### config.mk
export PLATFORM = sky130hd
export DESIGN_NAME = us64_rep
export DESIGN_NICKNAME = d
export VERILOG_FILES = /design/src/rtl/us_pkg.sv /design/src/rtl/us_line_buf.sv /design/src/rtl/us64_rep.sv
export SDC_FILE = /design/constraint.sdc
export NUM_CORES = 1
export LEC_CHECK = 0
export BUFFER_PORTS_ARGS = -buffer_cell sky130_fd_sc_hd__clkbuf_2
export CORE_MARGIN = 1
export CORE_UTILIZATION = 31
export DETAILED_ROUTE_END_ITERATION = 7
export MAX_ROUTING_LAYER = met4
export PLACE_DENSITY = 0.44
export SLEW_MARGIN = 10
export SYNTH_ARGS = -nofsm -noshare
export SYNTH_HDL_FRONTEND = slang
export SYNTH_SLANG_ARGS = --single-unit
export TNS_END_PERCENT = 50
### constraint.sdc
create_clock -name clk -period 4.8 [get_ports clk]
set_input_delay 0.48 -clock clk [delete_from_list [all_inputs] [get_ports clk]]
set_output_delay 0.48 -clock clk [all_outputs]
set_load 0.005 [all_outputs]
### src/rtl/us_pkg.sv
// Shared types, defaults and width helpers for the nearest-neighbour upscaler.
package us_pkg;

  typedef enum logic {
    FILL = 1'b0,
    EMIT = 1'b1
  } us_state_e;

  localparam int unsigned DW_DEF     = 8;
  localparam int unsigned IN_W_DEF   = 32;
  localparam int unsigned IN_H_DEF   = 32;
  localparam int unsigned FACTOR_DEF = 8;

  function automatic int unsigned clog2(input int unsigned v);
    int unsigned r;
    r = 0;
    while ((32'd1 << r) < v) r = r + 1;
    return r;
  endfunction

  // Counter width: never narrower than one bit, even for a single-entry range.
  function automatic int unsigned cw(input int unsigned v);
    return (clog2(v) == 0) ? 1 : clog2(v);
  endfunction

endpackage

### src/rtl/us_line_buf.sv
// One-row pixel store: synchronous write, asynchronous read.
module us_line_buf
  import us_pkg::*;
#(
  parameter int unsigned DW    = DW_DEF,
  parameter int unsigned DEPTH = IN_W_DEF,
  parameter int unsigned AW    = cw(DEPTH)
) (
  input  logic          clk,
  input  logic          we,
  input  logic [AW-1:0] waddr,
  input  logic [DW-1:0] wdata,
  input  logic [AW-1:0] raddr,
  output logic [DW-1:0] rdata
);

  logic [DW-1:0] mem_q [DEPTH];

  // Contents are don't-care after reset, so no reset on the array.
  always_ff @(posedge clk) begin
    if (we) mem_q[waddr] <= wdata;
  end

  assign rdata = mem_q[raddr];

endmodule

### src/rtl/us64_rep.sv
// Nearest-neighbour upscaler: buffers one input row, then replays each pixel
// FACTOR times across and the whole row FACTOR times down.
module us64_rep
  import us_pkg::*;
#(
  parameter int unsigned DW     = DW_DEF,
  parameter int unsigned IN_W   = IN_W_DEF,
  parameter int unsigned IN_H   = IN_H_DEF,
  parameter int unsigned FACTOR = FACTOR_DEF
) (
  input  logic          clk,
  input  logic          rst_n,
  input  logic [DW-1:0] din,
  input  logic          din_valid,
  output logic          din_ready,
  output logic [DW-1:0] dout,
  output logic          dout_valid,
  input  logic          dout_ready,
  output logic          sof,
  output logic          eol,
  output logic          eof
);

  localparam int unsigned OUT_W = IN_W * FACTOR;
  localparam int unsigned XW    = cw(IN_W);
  localparam int unsigned OW    = cw(OUT_W);
  localparam int unsigned RW    = cw(FACTOR);
  localparam int unsigned YW    = cw(IN_H);
  localparam int unsigned SH    = clog2(FACTOR);

  localparam logic [XW-1:0] WR_LAST  = XW'(IN_W - 1);
  localparam logic [OW-1:0] OUT_LAST = OW'(OUT_W - 1);
  localparam logic [RW-1:0] R_LAST   = RW'(FACTOR - 1);
  localparam logic [YW-1:0] Y_LAST   = YW'(IN_H - 1);

  us_state_e     state_q;
  logic [XW-1:0] wr_x_q;
  logic [OW-1:0] out_x_q;
  logic [RW-1:0] r_q;
  logic [YW-1:0] y_q;
  logic [DW-1:0] dout_q;
  logic          dout_valid_q;
  logic          sof_q;
  logic          eol_q;
  logic          eof_q;

  logic          wr_en;
  logic [XW-1:0] rd_addr;
  logic [DW-1:0] rd_data;
  logic          slot_free;
  logic          line_end;
  logic          r_last;
  logic          y_last;

  assign din_ready = (state_q == FILL);
  assign wr_en     = din_valid && din_ready;
  assign rd_addr   = XW'(out_x_q >> SH);
  assign slot_free = !dout_valid_q || dout_ready;
  assign line_end  = (out_x_q == OUT_LAST);
  assign r_last    = (r_q == R_LAST);
  assign y_last    = (y_q == Y_LAST);

  us_line_buf #(
    .DW   (DW),
    .DEPTH(IN_W),
    .AW   (XW)
  ) u_line_buf (
    .clk  (clk),
    .we   (wr_en),
    .waddr(wr_x_q),
    .wdata(din),
    .raddr(rd_addr),
    .rdata(rd_data)
  );

  // Fill/emit sequencer with the output register; refill may start while the
  // last replayed beat is still held, since that pixel is already registered.
  always_ff @(posedge clk or negedge rst_n) begin
    if (!rst_n) begin
      state_q      <= FILL;
      wr_x_q       <= '0;
      out_x_q      <= '0;
      r_q          <= '0;
      y_q          <= '0;
      dout_q       <= '0;
      dout_valid_q <= 1'b0;
      sof_q        <= 1'b0;
      eol_q        <= 1'b0;
      eof_q        <= 1'b0;
    end else begin
      case (state_q)
        FILL: begin
          if (dout_valid_q && dout_ready) dout_valid_q <= 1'b0;
          if (wr_en) begin
            if (wr_x_q == WR_LAST) begin
              wr_x_q  <= '0;
              state_q <= EMIT;
            end else begin
              wr_x_q <= wr_x_q + XW'(1);
            end
          end
        end
        EMIT: begin
          if (slot_free) begin
            dout_q       <= rd_data;
            dout_valid_q <= 1'b1;
            sof_q        <= (y_q == '0) && (r_q == '0) && (out_x_q == '0);
            eol_q        <= line_end;
            eof_q        <= line_end && r_last && y_last;
            if (line_end) begin
              out_x_q <= '0;
              if (r_last) begin
                r_q     <= '0;
                y_q     <= y_last ? '0 : y_q + YW'(1);
                state_q <= FILL;
              end else begin
                r_q <= r_q + RW'(1);
              end
            end else begin
              out_x_q <= out_x_q + OW'(1);
            end
          end
        end
        default: state_q <= FILL;
      endcase
    end
  end

  assign dout       = dout_q;
  assign dout_valid = dout_valid_q;
  assign sof        = sof_q;
  assign eol        = eol_q;
  assign eof        = eof_q;

endmodule

After elaboration in Yosys (flattened, before gate mapping)

Memories as Yosys holds them, arrays and structs flattened. A register that Yosys moved wholly into a read port is not among the register bits.
Cells that the tools add are included.
W data, S select, Z words.

Register bits: 26
Memory bits (writable): 256
Input bits: 12
Output and inout port bits: 13
Memories kept: 1

Memories:

| name             | words | bits a word | read ports | clocked after Yosys merged registers in | write ports | RTL line          | RTL |
|---|---|---|---|---|---|---|---|
| u_line_buf.mem_q | 32    | 8           | 1          | 1                                       | 1           | us_line_buf.sv:17 | `logic [DW-1:0] mem_q [DEPTH];` |

Add/subtract/negate cells: 4
Eq/ne operators: 6
Muxes and demuxes: 15
Bitwise logic cells: 1
Reductions and logical operators: 17

Operator list:

| cell                  | number |
|---|---|
| $add A5 B1 Y5 const B | 2 |
| $eq A5 B5 Y1 const B  | 2 |
| $mux W5               | 2 |
| $mux W1               | 9 |
| $add A8 B1 Y8 const B | 1 |
| $eq A8 B8 Y1 const B  | 1 |
| $logic_not A8 Y1      | 1 |
| $mux W8               | 1 |
| $logic_and A1 B1 Y1   | 6 |
| $reduce_and A2 Y1     | 3 |
| $logic_not A5 Y1      | 1 |
| $ne A2 B1 Y1 const B  | 2 |
| $pmux W1 S2           | 2 |
| $reduce_and A4 Y1     | 1 |
| $add A3 B1 Y3 const B | 1 |
| $eq A3 B3 Y1 const B  | 1 |
| $logic_not A3 Y1      | 1 |
| $mux W3               | 1 |
| $reduce_and A3 Y1     | 1 |
| $logic_not A1 Y1      | 2 |
| $logic_or A1 B1 Y1    | 1 |
| $not A1 Y1            | 1 |

Logic depth before layout (Yosys ltp)

Word-level depth: 5
Depth in mapped cells: 8

By module

Synthesis repeated with hierarchy kept, for this count alone.

Cells, all modules: 555
Area total of the unflattened synthesis: 11557.3 µm²

By module, submodules not included:

| module      | instances | cells an instance | area an instance (µm²) | sequential area each (µm²) |
|---|---|---|---|---|
| us_line_buf | 1         | 409               | 9893.2                 | 7687.4 |
| us64_rep    | 1         | 146               | 1664.1                 | 850.8 |

Least setup slack after synthesis

OpenSTA, ideal clock, no wires.

Kind: input-to-reg
Start: in din_valid
End: mem u_line_buf.mem_q[11][0] (netlist name) (enable)
Library setup time: 370 ps
Data arrival time: 1419 ps
Data required time: 4430 ps
Path slack: 3011 ps
Stages: 4
Cells stage by stage: nor2b_1 clkbuf_1 nand2_1 nor2_1

Word-level cells in the longest chain between the ends: 3

Ends and longest elaborated chain:

| item                          | RTL line          | RTL |
|---|---|---|
| start, declared               | us64_rep.sv:14    | `input logic din_valid,` |
| $logic_and A1 B1 Y1           | us64_rep.sv:56    | `assign wr_en = din_valid && din_ready;` |
| $mux W1                       | us_line_buf.sv:21 | `if (we) mem_q[waddr] <= wdata;` |
| $mux W1 (not written as such) | us_line_buf.sv:21 |  |
| end, declared                 | us_line_buf.sv:17 |  |

Every way passes these cells.

==> reports/summary.txt <==
IO Port Bufs - 24
Clock Latency Late Sink - 0.50 ns
Sequential power share - 46.8%
CTS resizes - 0
YS warnings - 0
Largest net degree at the start of global routing - 49
WL/cell - 22.20 um
Final setup violation count - 0
Compound-Gate Fraction of Synth Area - 5.702%
Ratio of cells with drive above 1 in the final layout - 14.17%
Chip height - 197.5 um
Post-DRT Antenna Nets - 0
Initial Utilization - 31.46%
Placed Cells - 1191
Post-route insts no fill - 1252
Vias/cell - 4.822
CTS Sinks - 290
Via count - 6037
Nets - 741
Post-Syn Nets - 713
Synth Area in Simple Gates - 5.047%
Clock slew at reported path FFs - 0.06 ns
Post-DP HPWL - 17750 um
Filler instances - 3580
Max cap viols - 0
Crit path launch type - register
Internal - 0.004909 W
Sw frac - 27.24%
Worst Setup End Kind - register
1st-pass router iterations - 5
Io pins - 25
Longest Clk Path Bufs - 3
First-pass GRT wire length - 41430 um
Core area - 37670 um^2
Main combinational cell family by area after synthesis - multiplexers
Die X-Extent - 197.5 um
Tightest Pin Transition - 1.173 ns
Final hold violations - 0
Mapped cell area - 11850 um^2
Number of global-route vias before repair - 6239
Synth Flop Type - edfxtp_1
Area grow syn2layout - 13.75%
Remaining Overflow, GRT - 0
Critical path class - register to register
Clock power frac - 36.8%
Antenna violations before repair - 0
Max-slew violation count - 0
DRT iter0 DRCs - 383
Combinational Power Share - 16.4%
Period minus WS final - 3.116 ns
P_sw - 0.001837 W
Top cell type by total area after synthesis - edfxtp_1
DR DRC count - 0
Top cell type's share of synthesized area - 64.87%
LEAKAGE - 4.470 nW
Crit path max fanout - 21
CTS tree - done
Placer Congestion - 0.7613
Synth cell types - 53
Dpl cell area - 12400 um^2
Fmax - 321.0 MHz
Slowest stage cell, crit path - nor2b_1
Main area contributors after synthesis - edfxtp_1 65%, dfrtp_1 7.2%, mux2i_1 7.0%, mux4_1 3.1%, mux4_2 2.1%
Final Instance Area - 13480 um^2
Row Count - 71
Outcome - complete, no violations
Final period util - 64.91%
Root buf cell - clkbuf_16
Final TNS setup - 0 ns
EDFF count, synth - 256
Clock Skew - 0.01779 ns
RSZ-0062 raised after global routing - no
Worst Hold Class - input pin to async pin
Slew headroom - 21.63%
XOR/XNOR Fraction of Synth Area - 0.3695%
H-tree lvl count - 2
Ys async rst share - 11.72%
Die area - 39010 um^2
Critical path, cell by cell - nor2b_1 -> a22oi_1 -> a21oi_1 -> nor3_1 -> a22o_1
Synth Instances - 688
# diodes - 0
VDD IR max - 214.8 uV
Seq/Total Area, Yosys - 72.05%
CP max stage delay - 1.00 ns
Power density cells - 500.5 nW/um^2
CTS buffer count - 34
Hold-fix buffers at CTS - 0
Post-CTS Setup Bufs - 0
Adder-cell share of the synthesized area - 1.373%
Crit path arrival time - 3.51 ns
Post-synthesis register bit count - 290
Post-Route WL - 27800 um
Gr usage total - 15.05%
Mux contribution to synthesized area - 13.06%
Critical Path RT - 5.19 ns
Avg Cell Area, Syn - 17.22 um^2
==> layout make-up <==
cell class | instances | area, um^2 | share of cell area, %
timing repair buffer | 29 | 157.7 | 1.170
inverter | 10 | 37.54 | 0.2785
tap | 511 | 639.4 | 4.743
sequential | 290 | 8542 | 63.37
clock inverter | 18 | 168.9 | 1.253
clock buffer | 43 | 905.9 | 6.720
multi-input combinational | 351 | 3028 | 22.46
==> routing by layer <==
metal	GRT usage [%]	vias up	routed length [um]
li1	-	2774	-
met3	2.254	41	1036
met2	23.96	123	13270
met4	4.508	0	637
met1	19.88	3099	12850
met5	-	-	0
==> registers in the layout, summed over array words and instances, names as in the netlist, 3 cells and up <==
| name | flops |
|---|---|
| y_q | 5 |
| out_x_q | 8 |
| dout | 8 |
| r_q | 3 |
| u_line_buf.mem_q | 256 |
| wr_x_q | 5 |
==> synthesized netlist by cell type, drive strengths merged, types with 3 or more instances <==
master / n
o31ai: 4
nor3: 6
mux2: 9
nand3: 8
edfxtp: 256
mux2i: 83
a22o: 8
nand3b: 5
o22ai: 3
xnor2: 3
buf: 24
a221o: 3
dfrtp: 34
mux4: 25
ha: 13
o21ai: 17
a21oi: 20
a31oi: 6
nor2b: 8
a221oi: 3
nor2: 41
inv: 10
clkbuf: 13
a22oi: 30
and2: 4
and3: 3
nand2b: 4
nand2: 27
==> cell families (layout without fill, tap and decap cells) <==
logic type,count (synthesis),count (layout)
buffers and inverters,47,100
DFF,290,290
adders and majority gates,13,13
and+or+nand+nor,118,118
AOI/OAI and AO/OA,98,98
muxes,117,117
xor gates and xnor gates,5,5
==> per-stage QoR <==
step / hold WS, ns / total power, W / utilization [%] / setup slack (ns)
CTS: 0.1314 / 0.006835 / 35.79 / 1.703
global placement: 0.4607 / 0.004327 / 32.93 / 1.706
floorplan: 0.1844 / 0.003961 / - / 3.011
detailed placement: 0.4655 / 0.004339 / 32.93 / 1.711
global route: 0.1844 / 0.007034 / 35.79 / 1.497
finish: 0.1263 / 0.006746 / 35.79 / 1.684
==> layout by cell type (no fill, tap or decap), types with 3 or more instances in the layout <==
master | Yosys | layout
o22ai_1 | 3 | 3
and2_1 | 3 | 3
clkbuf_2 | 1 | 24
nor2b_1 | 8 | 8
mux2i_1 | 83 | 83
a22o_1 | 8 | 8
xnor2_1 | 3 | 3
bufinv_16 | 0 | 3
a21oi_1 | 20 | 20
mux2_2 | 8 | 8
buf_4 | 7 | 5
a31oi_1 | 6 | 6
o31ai_1 | 4 | 4
nand3_1 | 7 | 7
ha_1 | 13 | 13
nor2_1 | 40 | 40
clkbuf_16 | 0 | 35
nand2b_1 | 4 | 4
mux4_2 | 11 | 11
nor3_1 | 6 | 6
inv_1 | 10 | 10
a22oi_1 | 30 | 30
a221oi_2 | 3 | 3
and3_1 | 3 | 3
o21ai_0 | 17 | 17
mux4_1 | 14 | 14
nand3b_1 | 5 | 5
a221o_1 | 3 | 3
clkinv_1 | 0 | 7
dfrtp_1 | 34 | 33
clkbuf_1 | 12 | 8
clkinv_2 | 0 | 4
nand2_1 | 27 | 27
edfxtp_1 | 256 | 256
==> final timing paths <==
path	from	to	slack [ns]	depth (start not counted)
max	out_x_q[5]	dout[3]	1.68	5
min	rst_n	dout_valid	0.13	1
max reg2reg	out_x_q[5]	dout[3]	1.68	5
min reg2reg	eol	eol	0.47	1
max in group asynchronous	rst_n	out_x_q[3]	3.99	1
min in group clk	din_valid	state_q	0.29	3
==> power groups by stage <==
stage	sequential [W]	combinational [W]	clock, W
CTS	0.00316	0.00113	0.00254
detailed placement	0.00322	0.00112	0
global route	0.00318	0.00122	0.00263
floorplan	0.00304	0.000919	0
global placement	0.00321	0.00112	0
finish	0.00316	0.00111	0.00248
==> critical path: cells and delay by family (launching register included) <==
family / cells / cell delay (ns)
flops: 1 / 0.97
compound gates: 3 / 0.86
simple gates: 2 / 1.16
No activity file was read; power rests on OpenSTA's default activity.
